## src/rtl/regfile_param.sv

```systemverilog
// Parametrised register file: two read ports, one byte-strobed write port, optional zero reg/bypass.
// Latency: reads 0 cycles (READ_REG=0) or 1 cycle (READ_REG=1); writes land in the array on the edge.
// Backpressure: none; a write is accepted every cycle and the registered outputs stall only on read_en=0.
module regfile_param #(
    parameter int DATA_WIDTH = 32,
    parameter int ADDR_WIDTH = 5,
    parameter bit ZERO_REG   = 1'b1,
    parameter bit BYPASS     = 1'b1,
    parameter bit READ_REG   = 1'b0
) (
    input  logic                    clk,
    input  logic                    rst_n,
    input  logic [ADDR_WIDTH-1:0]   read_reg1,
    input  logic [ADDR_WIDTH-1:0]   read_reg2,
    input  logic                    read_en,
    input  logic                    write,
    input  logic [ADDR_WIDTH-1:0]   write_reg,
    input  logic [DATA_WIDTH-1:0]   write_data,
    input  logic [DATA_WIDTH/8-1:0] write_strb,
    output logic [DATA_WIDTH-1:0]   read_data1,
    output logic [DATA_WIDTH-1:0]   read_data2
);

    localparam int DEPTH = 1 << ADDR_WIDTH;
    localparam int NB    = DATA_WIDTH / 8;

    logic [DATA_WIDTH-1:0] mem [DEPTH];
    logic                  wr_ok;
    logic [ADDR_WIDTH-1:0] raddr [2];
    logic [DATA_WIDTH-1:0] rval  [2];

    // Writes to entry 0 are discarded when it is the hardwired zero register.
    assign wr_ok = write && !(ZERO_REG && (write_reg == '0));

    always_ff @(posedge clk or negedge rst_n) begin
        if (!rst_n) begin
            for (int i = 0; i < DEPTH; i++) begin
                mem[i] <= '0;
            end
        end else if (wr_ok) begin
            for (int k = 0; k < NB; k++) begin
                if (write_strb[k]) begin
                    mem[write_reg][8*k +: 8] <= write_data[8*k +: 8];
                end
            end
        end
    end

    assign raddr[0] = read_reg1;
    assign raddr[1] = read_reg2;

    // Bypass is gated by rst_n so a write held during reset never shows on the outputs.
    always_comb begin
        for (int p = 0; p < 2; p++) begin
            rval[p] = mem[raddr[p]];
            if (BYPASS && rst_n && wr_ok && (write_reg == raddr[p])) begin
                for (int k = 0; k < NB; k++) begin
                    if (write_strb[k]) begin
                        rval[p][8*k +: 8] = write_data[8*k +: 8];
                    end
                end
            end
            if (ZERO_REG && (raddr[p] == '0)) begin
                rval[p] = '0;
            end
        end
    end

    generate
        if (READ_REG) begin : g_rreg
            always_ff @(posedge clk or negedge rst_n) begin
                if (!rst_n) begin
                    read_data1 <= '0;
                    read_data2 <= '0;
                end else if (read_en) begin
                    read_data1 <= rval[0];
                    read_data2 <= rval[1];
                end
            end
        end else begin : g_comb
            logic unused_read_en;
            assign unused_read_en = read_en;
            assign read_data1     = rval[0];
            assign read_data2     = rval[1];
        end
    endgenerate

endmodule

```

## config.mk

```make
export PLATFORM = sky130hd
export DESIGN_NAME = regfile_param
export DESIGN_NICKNAME = d
export VERILOG_FILES = /design/src/rtl/regfile_param.sv
export SDC_FILE = /design/constraint.sdc
export NUM_CORES = 2
export LEC_CHECK = 0
export BUFFER_PORTS_ARGS = -buffer_cell sky130_fd_sc_hd__buf_4
export CAP_MARGIN = 0
export CORE_MARGIN = 1.5
export CORE_UTILIZATION = 40
export DETAILED_ROUTE_END_ITERATION = 12
export RECOVER_POWER = 100
export SYNTH_ARGS = -nofsm -noshare
export SYNTH_HDL_FRONTEND = slang
export SYNTH_SLANG_ARGS = --single-unit
```

## constraint.sdc

```tcl
create_clock -name clk -period 2 [get_ports clk]
set_input_delay 0.1 -clock clk [delete_from_list [all_inputs] [get_ports clk]]
set_output_delay 0.1 -clock clk [all_outputs]
set_load 0.05 [all_outputs]
```

---- Word level (Yosys, flattened, before mapping) ----
Cells that the tools add are included.
operators by class
  magnitude comparators ................... 4
  equality and inequality tests ........... 2
  mux-type cells .......................... 37
  bitwise logic cells ..................... 3
  reduce and logical (&&, ||, !) cells .... 9
operators by type and width
  kind                                                        number
  two-way mux 1024 bit                                        7
  bitwise mux 1024 bit                                        4
  demux 32 bit (select 5 bit)                                 4
  binary-select mux 32 bit (select 5 bit)                     2
  two-way mux 32 bit                                          9
  two-way mux 8 bit                                           9
  two-way mux 24 bit                                          1
  >= comparator 6 bit, second input constant                  3
  inverter 5 -> 6 bit                                         3
  two-way mux 16 bit                                          1
  logical NOT 5 bit                                           3
  == test 5 bit                                               2
  less-than comparator 6 x 1 -> 1 bit, second input constant  1
  logical AND 1 bit                                           5
  logical NOT 1 bit                                           1
storage, ports and cells
  bits in registers ....................... 1024
  output and inout port bits .............. 64
  logic and storage cells ................. 87

---- Longest topological paths before layout ----
  word-level depth ........................ 16
  gate-level depth with buffers ........... 10

---- Worst setup path after synthesis ----
No wires, ideal clock.
  path kind ............................... input -> output
  start point ............................. in read_reg1[0]
  end point ............................... out read_data1[29]
  arrival time ............................ 2586 ps
  required time ........................... 1900 ps
  setup slack ............................. -686 ps
  cell stages on the path ................. 9
  cell sequence ........................... buf_6 -> buf_12 -> buf_6 -> buf_6 -> mux2i_1 -> a221o_1 -> o22ai_1 -> a22oi_1 -> o31ai_1
between the ends
  longest elaborated chain between the ends .. 7
  elaborated cells on any way between the ends .. 10
  those cells by class .................... eq/ne (1); mux (6); bitwise (1); reduce/logical (2)
RTL lines
  what                                                    RTL line  RTL
  from (decl)                                             13        input logic [ADDR_WIDTH-1:0] read_reg1,
  inverter 5 -> 6 bit (implied by the code)               55        rval[p] = mem[raddr[p]];
  binary-select mux 32 bit (select 5 bit)                 55
  two-way mux 32 bit (implied by the code) (2 in series)  55
  two-way mux 8 bit                                       58        if (write_strb[k]) begin
  two-way mux 32 bit                                      56        if (BYPASS && rst_n && wr_ok && (write_reg == raddr[p])) begin
  two-way mux 32 bit (*)                                  63        if (ZERO_REG && (raddr[p] == '0)) begin
  to (decl)                                               20        output logic [DATA_WIDTH-1:0] read_data1,
Mark *: on every way between the ends. The rest lies on a longest branch, timed or not. The select of a mux whose other input is x is not followed.

---- Worst setup path in the final report ----
  start point ............................. in write_reg[3]
  end point ............................... out read_data1[25]
between the ends
  longest elaborated chain between the ends .. 7
  elaborated cells on any way between the ends .. 8
  those cells by class .................... eq/ne (1); mux (2); reduce/logical (5)
RTL lines
  what                    RTL line  RTL
  from (decl)             17        input logic [ADDR_WIDTH-1:0] write_reg,
  logical NOT 5 bit       33        assign wr_ok = write && !(ZERO_REG && (write_reg == '0));
  logical NOT 1 bit       33
  logical AND 1 bit       33
  logical AND 1 bit       56
  logical AND 1 bit (*)   56
  two-way mux 32 bit (*)  56
  two-way mux 32 bit (*)  63
Mark *: on every way between the ends. The rest lies on a longest branch, timed or not.

==> summary.txt <==
Final setup viols - 1,677
Starting Density - 0.4031
maximum root-to-sink buffer count - 3
Synth-to-Final Area Change - 27.12%
initial antenna violation count - 4
Hold Path Class - primary input to register
Largest regs - mem (1024)
Final Hold Vio Count - 0
fin util - 0.5125
fillers - 11,980
critical path required time - 1.90 ns
worst skew pair latency - 0.74 ns
largest net degree at the start of global routing - 139
TritonCTS clock tree - yes
die span in y - 380.5 µm
synthesized instance count - 4,133
Post-synth EDFFs - 0
mapped cell area - 57,010 µm²
Final WS setup - -0.8448 ns
first-pass GRT wire length - 303.0 mm
crit end category - output port
DP HPWL - 139.3 mm
Clock Pin Slew Worst Setup and Hold Paths - 0.06 ns
Final Wtd Congestion - 0.9186
# DRC - 0
final cell count without fillers - 6,789
Power Total - 59,020 µW
total CTS buffers - 111
Sink Count - 1,024
crit path max fanout - 10
port buffer count - 117
max reg flops - 1,024
TNS Setup - -271.41 ns
routed via count - 41,840
routed len/inst - 30.39 µm
post-synthesis cell type count - 74
row cnt - 138
time the worst path needs with I/O delays and setup - 2.845 ns
GR Overflow Total - 0
maximum VDD drop - 0.0007090 V
Yosys reg bits - 1,024
Top reg by flops - mem
Total GRT Usage - 0.2832
Pins Over Slew Limit - 21
reported max-cap violation count - 1
vias in the first global route - 43,000
CP Class - primary input to output port
CTS H-tree depth - 3
Worst Skew - 0 ns
fmax - 351.5 MHz
slew margin rel. - -0.1756
die area - 144,800 µm²
Worst Setup Start Kind - primary input
DRT iter0 DRCs - 4,043
drt first pass iters - 6
Syn. warnings - 0
syn nets - 4,188
pin slew with the least headroom to its limit - 1.763 ns
average vias per placed instance - 6.163
core area - 141,400 µm²
status - finished, violations left
top_reg_cell synth - dfrtp_1
total wire length - 206.3 mm
DP Cell Count - 6,519
Antenna Nets Post-Route - 0
share of cells above drive strength 1 - 0.4873
WHS - 0.2799 ns
final critical-path share of the clock period - 1.422
RSZ-0062 raised after global routing - true
R2R Setup Slk - 0.94 ns
CP arrival - 2.74 ns
violated checks - max-capacitance violations, max-slew violations, negative setup slack
Post-synth ARST share - 1.000
nets@finish - 4,863
Leak Pwr - 0.03266 µW
Syn Area/Cell - 13.79 µm²
Pwr Density - 814.4 nW/µm²
# IOs - 119
post-synthesis sequential area ratio - 0.4495
die width - 380.5 µm
CTS root buf - clkbuf_16
==> cells in the mapped netlist, drive strengths merged, types with 4 or more instances <==
cell type	instances	area share
nor4	9	0.0018
and2	8	0.00088
a22oi	33	0.0043
mux2i	372	0.065
dfrtp	1024	0.45
o31ai	21	0.0029
a31oi	10	0.0011
o22ai	32	0.0035
xnor2	10	0.0017
nor2b	12	0.0013
or2	17	0.0019
and3	6	0.00066
nand2	98	0.0065
a221oi	73	0.012
mux4	335	0.13
o32ai	7	0.0011
clkbuf	214	0.014
buf	157	0.021
nand3b	4	0.00053
a21oi	70	0.0061
nor3	4	0.00044
o2bb2ai	4	0.00061
a211oi	9	0.0013
nand4	10	0.0011
inv	12	0.00079
a32o	5	0.00088
mux2	1023	0.20
a22o	20	0.0031
nor2	244	0.023
o211ai	35	0.0047
a2bb2oi	5	0.00077
a221o	99	0.017
a32oi	4	0.00061
o21ai	88	0.0077
nand2b	12	0.0013
nand3	14	0.0012
==> path summary, 6_finish.rpt <==
kind / to / cells after the start / startpoint
max: read_data1[25] / 10 / write_reg[3]
min: mem[22] / 6 / write_strb[2]
max in group asynchronous: mem[648] / 5 / rst_n
min reg2reg: mem[1005] / 0 / mem[1005]
min in group asynchronous: mem[704] / 3 / rst_n
max reg2reg: mem[889] / 3 / mem[889]
==> routing by layer <==
metal	track usage	vias up	wire length [µm]
met3	0.05675	432	16780
li1	-	17360	-
met2	0.4402	1802	95020
met4	0.1100	0	8216
met5	0	-	0
met1	0.3893	22250	86300
==> per-stage QoR <==
stage / instance area, µm² / worst slack (ns)
2_1_floorplan: 57480 / -0.08135
3_3_place_gp: 67480 / -0.5840
3_5_place_dp: 67480 / -0.6132
4_1_cts: 72650 / -0.8854
5_1_grt: 72470 / -0.8779
6_report: 72470 / -0.8448
==> worst max-delay path: stages <==
cell      delay (ns)
clkbuf_1        0.14
clkbuf_1        0.58
xnor2_1         0.19
nand3_1         0.25
nor4_2          0.11
buf_12          0.14
nor2_1          0.55
buf_4           0.26
a22o_1          0.22
buf_6           0.19
==> power breakdown <==
| part | internal (µW) | total (µW) | switching [µW] | leakage [µW] |
|---|---|---|---|---|
| registers | 23400 | 25300 | 1890 | 0.0136 |
| clock network | 11900 | 20800 | 8920 | 0.00179 |
| logic | 6770 | 12900 | 6140 | 0.0172 |
| total | 42100 | 59000 | 17000 | 0.0327 |
==> layout by cell type (no fill, tap or decap), drive strengths merged, types with 33 or more instances in the layout <==
master       Yosys  routed
nor2           244     244
clkbuf         214     206
mux2          1023    1023
o21ai           88      88
dfrtp         1024    1024
a21oi           70      70
dlygate4sd3      0      33
a221o           99      99
mux4           335     335
a22oi           33      33
mux2i          372     372
buf            157     857
nand2           98      98
a221oi          73      73
o211ai          35      35
==> cells by family (layout without fill, tap and decap cells) <==
| kind of cell | after synthesis | in the layout | share of synthesized area |
|---|---|---|---|
| AO/OA/AOI/OAI | 535 | 535 | 0.07087 |
| multiplexers | 1730 | 1730 | 0.3997 |
| flip-flops | 1024 | 1024 | 0.4495 |
| AND/OR/NAND/NOR | 449 | 449 | 0.04190 |
| XOR/XNOR | 10 | 10 | 0.001668 |
| other | 0 | 3 | 0 |
| buffers and inverters | 385 | 1148 | 0.03635 |
==> area by class of cell <==
type                            count  area [µm²]  area share
Antenna cell                        3       7.507   0.0001036
Inverter                           14       57.56   0.0007942
Tap cell                         1890        2365     0.03263
Sequential cell                  1024       25620      0.3536
Timing Repair Buffer              933       10090      0.1392
Clock buffer                      166        3236     0.04465
Multi-Input combinational cell   2724       30700      0.4237
Clock inverter                     35       384.1    0.005300
==> repair_timing <==
item                       in CTS  in global routing
setup buffers                  36                 16
hold endpoints to repair     1680                  0
hold buffers                   33                  0
gates cloned                    0                  0
gates resized for setup       251                 92
setup endpoints to repair      64                 64
pin swaps                     133                 77
(Power assumes the default switching activity.)
